`src/rtl/id_stage.sv`:
```
// Instruction-decode stage of the 5-stage RV32I pipeline.
// Decodes the IF/ID instruction, bypasses same-cycle writeback data into the operands,
// detects load-use hazards and holds the ID/EX pipeline register.
module id_stage #(
  parameter int unsigned XLEN     = 32,
  parameter logic [31:0] RESET_PC = 32'h0000_0000
) (
  input  logic            clk,
  input  logic            rst,
  input  logic            if_valid,
  input  logic [31:0]     if_instr,
  input  logic [XLEN-1:0] if_pc,
  output logic [4:0]      rf_rs1_addr,
  output logic [4:0]      rf_rs2_addr,
  input  logic [XLEN-1:0] rf_rs1_data,
  input  logic [XLEN-1:0] rf_rs2_data,
  input  logic            wb_we,
  input  logic [4:0]      wb_rd,
  input  logic [XLEN-1:0] wb_data,
  input  logic            ex_flush,
  output logic            id_stall,
  output logic            ex_valid,
  output logic [XLEN-1:0] ex_pc,
  output logic [XLEN-1:0] ex_rs1_val,
  output logic [XLEN-1:0] ex_rs2_val,
  output logic [XLEN-1:0] ex_imm,
  output logic [4:0]      ex_rs1,
  output logic [4:0]      ex_rs2,
  output logic [4:0]      ex_rd,
  output logic [6:0]      ex_opcode,
  output logic [2:0]      ex_funct3,
  output logic            ex_alt,
  output logic            ex_reg_write,
  output logic            ex_mem_read,
  output logic            ex_mem_write,
  output logic            ex_branch,
  output logic            ex_jump,
  output logic            ex_illegal,
  output logic [31:0]     stall_count
);

  localparam logic [6:0] OpcOp     = 7'b0110011;
  localparam logic [6:0] OpcOpImm  = 7'b0010011;
  localparam logic [6:0] OpcLoad   = 7'b0000011;
  localparam logic [6:0] OpcStore  = 7'b0100011;
  localparam logic [6:0] OpcBranch = 7'b1100011;
  localparam logic [6:0] OpcJal    = 7'b1101111;
  localparam logic [6:0] OpcJalr   = 7'b1100111;
  localparam logic [6:0] OpcLui    = 7'b0110111;
  localparam logic [6:0] OpcAuipc  = 7'b0010111;

  logic [6:0]      opcode;
  logic [2:0]      funct3;
  logic [4:0]      rs1, rs2, rd;
  logic            uses_rs1, uses_rs2;
  logic            dec_reg_write, dec_mem_read, dec_mem_write;
  logic            dec_branch, dec_jump, dec_illegal, dec_alt;
  logic [XLEN-1:0] dec_imm;
  logic [XLEN-1:0] rs1_val, rs2_val;
  logic            load_use;
  logic            load_slot;

  assign opcode      = if_instr[6:0];
  assign funct3      = if_instr[14:12];
  assign rs1         = if_instr[19:15];
  assign rs2         = if_instr[24:20];
  assign rd          = if_instr[11:7];
  assign rf_rs1_addr = rs1;
  assign rf_rs2_addr = rs2;

  // The register file writes at the clock edge, so a same-cycle writeback must be forwarded.
  assign rs1_val = (wb_we && (wb_rd != 5'd0) && (wb_rd == rs1)) ? wb_data : rf_rs1_data;
  assign rs2_val = (wb_we && (wb_rd != 5'd0) && (wb_rd == rs2)) ? wb_data : rf_rs2_data;

  // Opcode decode: control bits, operand usage and immediate format.
  always_comb begin
    uses_rs1      = 1'b0;
    uses_rs2      = 1'b0;
    dec_reg_write = 1'b0;
    dec_mem_read  = 1'b0;
    dec_mem_write = 1'b0;
    dec_branch    = 1'b0;
    dec_jump      = 1'b0;
    dec_illegal   = 1'b0;
    dec_alt       = 1'b0;
    dec_imm       = '0;
    case (opcode)
      OpcOp: begin
        uses_rs1      = 1'b1;
        uses_rs2      = 1'b1;
        dec_reg_write = 1'b1;
        dec_alt       = if_instr[30];
      end
      OpcOpImm: begin
        uses_rs1      = 1'b1;
        dec_reg_write = 1'b1;
        dec_imm       = {{20{if_instr[31]}}, if_instr[31:20]};
        // Only SRAI carries a meaningful instr[30] among the immediate forms.
        dec_alt       = (funct3 == 3'b101) && if_instr[30];
      end
      OpcLoad: begin
        uses_rs1      = 1'b1;
        dec_reg_write = 1'b1;
        dec_mem_read  = 1'b1;
        dec_imm       = {{20{if_instr[31]}}, if_instr[31:20]};
      end
      OpcStore: begin
        uses_rs1      = 1'b1;
        uses_rs2      = 1'b1;
        dec_mem_write = 1'b1;
        dec_imm       = {{20{if_instr[31]}}, if_instr[31:25], if_instr[11:7]};
      end
      OpcBranch: begin
        uses_rs1   = 1'b1;
        uses_rs2   = 1'b1;
        dec_branch = 1'b1;
        dec_imm    = {{20{if_instr[31]}}, if_instr[7], if_instr[30:25], if_instr[11:8], 1'b0};
      end
      OpcJal: begin
        dec_reg_write = 1'b1;
        dec_jump      = 1'b1;
        dec_imm       = {{12{if_instr[31]}}, if_instr[19:12], if_instr[20],
                         if_instr[30:21], 1'b0};
      end
      OpcJalr: begin
        uses_rs1      = 1'b1;
        dec_reg_write = 1'b1;
        dec_jump      = 1'b1;
        dec_imm       = {{20{if_instr[31]}}, if_instr[31:20]};
      end
      OpcLui, OpcAuipc: begin
        dec_reg_write = 1'b1;
        dec_imm       = {if_instr[31:12], 12'b0};
      end
      default: dec_illegal = 1'b1;
    endcase
  end

  assign load_use = ex_valid && ex_mem_read && (ex_rd != 5'd0) && if_valid &&
                    ((uses_rs1 && (ex_rd == rs1)) || (uses_rs2 && (ex_rd == rs2)));
  assign id_stall = load_use && !ex_flush;
  // Flush and stall both turn the slot into a bubble with all control bits clear.
  assign load_slot = if_valid && !ex_flush && !id_stall;

  // ID/EX pipeline register; data fields load every cycle, control only for a live slot.
  always_ff @(posedge clk or posedge rst) begin
    if (rst) begin
      ex_valid     <= 1'b0;
      ex_pc        <= RESET_PC;
      ex_rs1_val   <= '0;
      ex_rs2_val   <= '0;
      ex_imm       <= '0;
      ex_rs1       <= '0;
      ex_rs2       <= '0;
      ex_rd        <= '0;
      ex_opcode    <= '0;
      ex_funct3    <= '0;
      ex_alt       <= 1'b0;
      ex_reg_write <= 1'b0;
      ex_mem_read  <= 1'b0;
      ex_mem_write <= 1'b0;
      ex_branch    <= 1'b0;
      ex_jump      <= 1'b0;
      ex_illegal   <= 1'b0;
    end else begin
      ex_valid     <= load_slot;
      ex_pc        <= if_pc;
      ex_rs1_val   <= rs1_val;
      ex_rs2_val   <= rs2_val;
      ex_imm       <= dec_imm;
      ex_rs1       <= rs1;
      ex_rs2       <= rs2;
      ex_rd        <= rd;
      ex_opcode    <= opcode;
      ex_funct3    <= funct3;
      ex_alt       <= load_slot && dec_alt;
      ex_reg_write <= load_slot && dec_reg_write;
      ex_mem_read  <= load_slot && dec_mem_read;
      ex_mem_write <= load_slot && dec_mem_write;
      ex_branch    <= load_slot && dec_branch;
      ex_jump      <= load_slot && dec_jump;
      ex_illegal   <= load_slot && dec_illegal;
    end
  end

  // Saturating count of load-use stall cycles.
  always_ff @(posedge clk or posedge rst) begin
    if (rst) begin
      stall_count <= '0;
    end else if (id_stall && (stall_count != 32'hFFFF_FFFF)) begin
      stall_count <= stall_count + 32'd1;
    end
  end

endmodule

```
`config.mk`:
```
export PLATFORM = sky130hd
export DESIGN_NAME = id_stage
export DESIGN_NICKNAME = d
export VERILOG_FILES = /design/src/rtl/id_stage.sv
export SDC_FILE = /design/constraint.sdc
export NUM_CORES = 1
export LEC_CHECK = 0
export CORE_AREA = 4 4 144 146
export CTS_CLUSTER_DIAMETER = 50
export DETAILED_ROUTE_END_ITERATION = 10
export DIE_AREA = 0 0 148 150
export PLACE_DENSITY = 0.84
export SYNTH_ARGS = -nofsm -noshare
export SYNTH_HDL_FRONTEND = slang
export SYNTH_SLANG_ARGS = --single-unit
```
`constraint.sdc`:
```
create_clock -name clk -period 13.74 [get_ports clk]
set_input_delay 1.374 -clock clk [delete_from_list [all_inputs] [get_ports clk]]
set_output_delay 1.374 -clock clk [all_outputs]
set_load 0.1 [all_outputs]
```
==> impl_summary.log <==
[metrics] area of the multi-input gates: 0.00234 sq mm
[metrics] syn_area_per_cell: 14.3 sq um
[metrics] post-synth design cell area: 0.00732 sq mm
[metrics] worst path cell trace: clkdlybuf4s50_1 -> nand3b_1 -> a211oi_1 -> a22o_2 -> nor2b_1 -> clkdlybuf4s50_1
[metrics] Comb pwr share: 23.0%
[metrics] total power draw: 1.42 mW
[metrics] Worst-Skew Late Latency: 0.43 ns
[metrics] dominant cells by area after synthesis: sky130_fd_sc_hd__dfrtp_1, sky130_fd_sc_hd__mux2_2, sky130_fd_sc_hd__xor2_1
[metrics] sequential-to-total area share from yosys stat: 65.9%
[metrics] RSZ-0062 raised after global routing: false
[metrics] cell family contributing the most delay on the critical path: buffers and inverters
[metrics] total I/O pin count: 374
[metrics] Clk pwr share: 34.9%
[metrics] Final setup violation count: 0
[metrics] area share of the largest cell type after synthesis: 65.9%
[metrics] CP Data Required Time: 12.37 ns
[metrics] Die X: 148 microns
[metrics] count of fill cells added during filler insertion: 1545
[metrics] setup repair bufs after CTS: 0
[metrics] share of cells above drive strength 1: 13.0%
[metrics] number of unique standard cell types used by synthesis: 48
[metrics] final sum of negative setup slack: 0 ns
[metrics] root buf cell: sky130_fd_sc_hd__clkbuf_16
[metrics] placed instance area: 0.0113 sq mm
[metrics] headroom to the max-slew limit: 21.8%
[metrics] dominant cell type by area after synthesis: sky130_fd_sc_hd__dfrtp_1
[metrics] GRT overflow: 0
[metrics] worst hold path class: reg -> reg
[metrics] Reg power frac: 42.1%
[metrics] number of max-slew violations in the final report: 0
[metrics] Initial Util: 37.8%
[metrics] total buffers and inverters traversed by the critical path: 2
[metrics] number of remaining DRC errors: 0
[metrics] Placed Instances: 1127
[metrics] number of iterations in the first detailed-routing pass: 5
[metrics] kind of capture point of the worst setup path: output pin
[metrics] status: completed
[metrics] clk slew on worst S/H paths: 0.08 ns
[metrics] Total Wirelength: 23200 microns
[metrics] count of flip-flops with a built-in enable after synthesis: 0
[metrics] CTS tree: done
[metrics] peak ir drop on the vdd network: 82.5 uV
[metrics] most used cell along the critical path: sky130_fd_sc_hd__clkdlybuf4s50_1
[metrics] final layout net count: 1052
[metrics] DR iter-0 viols: 275
[metrics] Final Instance Area: 0.0119 sq mm
[metrics] buffers from clock root to sink, at most: 2
[metrics] area of all sequential standard cells: 0.00483 sq mm
[metrics] CP max stage delay: 1.17 ns
[metrics] Switching Fraction: 34.3%
[metrics] maximum level of the CTS H-tree: 4
[metrics] RD Place Congestion: 0.827
[metrics] crit path kind: in -> out
[metrics] Clock Skews: 0.0106 ns
[metrics] antenna violations before repair: 1
[metrics] row count: 51
[metrics] P&R area growth vs syn: 62.2%
[metrics] biggest fanout along the worst timing path: 13
[metrics] area of the die: 0.0222 sq mm
[metrics] setup slack at placement: 8.17 ns
[metrics] total global-route track usage: 20.8%
[metrics] MaxCap Viol Count: 0
[metrics] number of cells produced by synthesis: 511
[metrics] total clock buffers created by CTS: 17
[metrics] post-synthesis async set-or-reset flop share: 100%
[metrics] Hold Vio Cnt, Final: 0
[metrics] largest net degree at the start of global routing: 121
[metrics] Psw: 0.485 mW
[metrics] core outline area: 0.0194 sq mm
[metrics] vias in the first global route: 5957
[metrics] total of buffers placed on input and output ports: 373
[metrics] via count normalized by instance count: 4.77
[metrics] wire length of the first global-routing pass: 35000 microns
[metrics] reported leakage power: 5.13 nW
[metrics] dominant register cell in the synthesized netlist: sky130_fd_sc_hd__dfrtp_1
[metrics] TritonCTS sink count: 193
[metrics] post-CTS resize count: 0
[metrics] DP HPWL: 17800 microns
[metrics] total via count in the routed design: 5529
[metrics] post-DR wirelength/cell: 20.0 microns
[metrics] Post-Layout Cell Count: 1160
[metrics] nature of the critical path startpoint: input pin
[metrics] Data arrival, critical path: 4.21 ns
[metrics] flops & latches, synth: 193
[metrics] min setup slack post-route: 8.16 ns
[metrics] ratio of total power to cell area: 119 mW/mm^2
[metrics] floorplan die height: 150 microns
[metrics] design internal power: 0.930 mW
[metrics] post-synth net total: 682
[metrics] Tightest Pin Transition: 1.17 ns
[metrics] post-route clock period utilization: 40.6%
[metrics] Detail Route Antenna Nets: 0
[metrics] Tmin final: 5.58 ns
[metrics] hold buffers post-CTS: 0
[metrics] Max Clock Freq: 179 MHz
[metrics] warning count from the yosys run: 0
[metrics] slowest cell on the critical path: sky130_fd_sc_hd__clkdlybuf4s50_1
-- worst register-to-register path, delay by kind of cell (launching register included) --
family           cells  cell delay (ns)
AO/OA/AOI/OAI        1             0.29
XOR/XNOR             2             0.33
flip-flops           1             0.43
AND/OR/NAND/NOR      3             1.15
-- area by class of cell --
cell class / instances / share of cell area (%)
clock buffers: 17 / 3.58
clock inverters: 15 / 1.42
inverters: 6 / 0.253
flip-flops and latches: 193 / 40.6
repair buffers: 376 / 31.6
well taps: 265 / 2.79
multi-input cells: 287 / 19.7
diodes: 1 / 0.0211
-- layout by cell type (no fill, tap or decap), types with 11 or more instances in the layout --
master,Yosys,layout
sky130_fd_sc_hd__a21o_1,21,21
sky130_fd_sc_hd__clkbuf_16,0,17
sky130_fd_sc_hd__clkdlybuf4s50_1,0,373
sky130_fd_sc_hd__dfrtp_1,193,193
sky130_fd_sc_hd__mux2_2,60,60
sky130_fd_sc_hd__nand2_1,22,22
sky130_fd_sc_hd__nand3_1,18,18
sky130_fd_sc_hd__nand4_1,11,11
sky130_fd_sc_hd__nor2_1,11,11
sky130_fd_sc_hd__nor3_1,19,19
sky130_fd_sc_hd__xnor2_1,18,18
sky130_fd_sc_hd__xor2_1,33,33
-- cell families after synthesis --
group | share of synthesized area [%]
muxes | 9.84
DFF | 65.9
xor gates and xnor gates | 6.10
AOI/OAI and AO/OA | 4.71
buffers and inverters | 2.48
adders and majority gates | 0.171
and+or+nand+nor | 10.8
-- metal layers --
metal / wire length [microns] / track usage (%) / vias to the layer above
met5: 0 / 0 / -
met4: 417 / 6.56 / 0
met3: 1870 / 7.06 / 25
met2: 12100 / 35.6 / 238
met1: 8780 / 24.7 / 2749
li1: - / - / 2517
-- per-stage QoR --
step           utilization (%)  hold slack, ns
2_1_floorplan                -           0.994
3_3_place_gp              58.2           0.483
3_5_place_dp              58.2           0.487
4_1_cts                   61.2           0.504
5_1_grt                   61.2           0.525
6_report                  61.2           0.499
-- cell usage after synthesis, types with 3 or more instances --
| cell type | count |
|---|---|
| sky130_fd_sc_hd__nand3_1 | 18 |
| sky130_fd_sc_hd__nor2_1 | 11 |
| sky130_fd_sc_hd__o21ai_0 | 4 |
| sky130_fd_sc_hd__xor2_1 | 33 |
| sky130_fd_sc_hd__and2_1 | 7 |
| sky130_fd_sc_hd__xnor2_1 | 18 |
| sky130_fd_sc_hd__dfrtp_1 | 193 |
| sky130_fd_sc_hd__nor2b_1 | 3 |
| sky130_fd_sc_hd__a211oi_1 | 3 |
| sky130_fd_sc_hd__a21o_1 | 21 |
| sky130_fd_sc_hd__nand2_1 | 22 |
| sky130_fd_sc_hd__buf_2 | 10 |
| sky130_fd_sc_hd__mux2_2 | 60 |
| sky130_fd_sc_hd__or4_1 | 3 |
| sky130_fd_sc_hd__buf_4 | 12 |
| sky130_fd_sc_hd__inv_1 | 6 |
| sky130_fd_sc_hd__nor3_1 | 19 |
| sky130_fd_sc_hd__nor4_2 | 9 |
| sky130_fd_sc_hd__nand4_1 | 11 |
| sky130_fd_sc_hd__mux2_1 | 4 |
| sky130_fd_sc_hd__nor4_1 | 6 |
| sky130_fd_sc_hd__a22o_1 | 5 |
| sky130_fd_sc_hd__nor3_2 | 3 |
-- path summary, 6_finish.rpt --
| check | start | end | slack (ns) | cells past startpoint |
|---|---|---|---|---|
| worst min register to register | stall_count[23] | stall_count[23] | 0.50 | 1 |
| worst max-delay path | if_instr[6] | id_stall | 8.16 | 6 |
| worst min-delay path | stall_count[23] | stall_count[23] | 0.50 | 1 |
| min in group asynchronous | rst | stall_count[6] | 1.51 | 2 |
| worst max register to register | ex_rd[4] | stall_count[16] | 11.47 | 6 |
| max in group asynchronous | rst | stall_count[19] | 10.69 | 3 |
-- power by group through the flow --
stage          clock network, mW  registers [mW]  logic, mW
3_5_place_dp                   0           0.607      0.327
2_1_floorplan                  0           0.770     0.0462
3_3_place_gp                   0           0.607      0.324
4_1_cts                    0.505           0.596      0.328
6_report                   0.494           0.596      0.326
5_1_grt                    0.530           0.598      0.335
-- flip-flops by register name (all words and copies together), names as in the netlist, 3 cells and up --
| signal | count |
|---|---|
| ex_funct3 | 3 |
| ex_imm | 32 |
| ex_opcode | 7 |
| ex_pc | 32 |
| ex_rd | 5 |
| ex_rs1 | 5 |
| ex_rs1_val | 32 |
| ex_rs2 | 5 |
| ex_rs2_val | 32 |
| stall_count | 32 |
(Power assumes the default switching activity.)
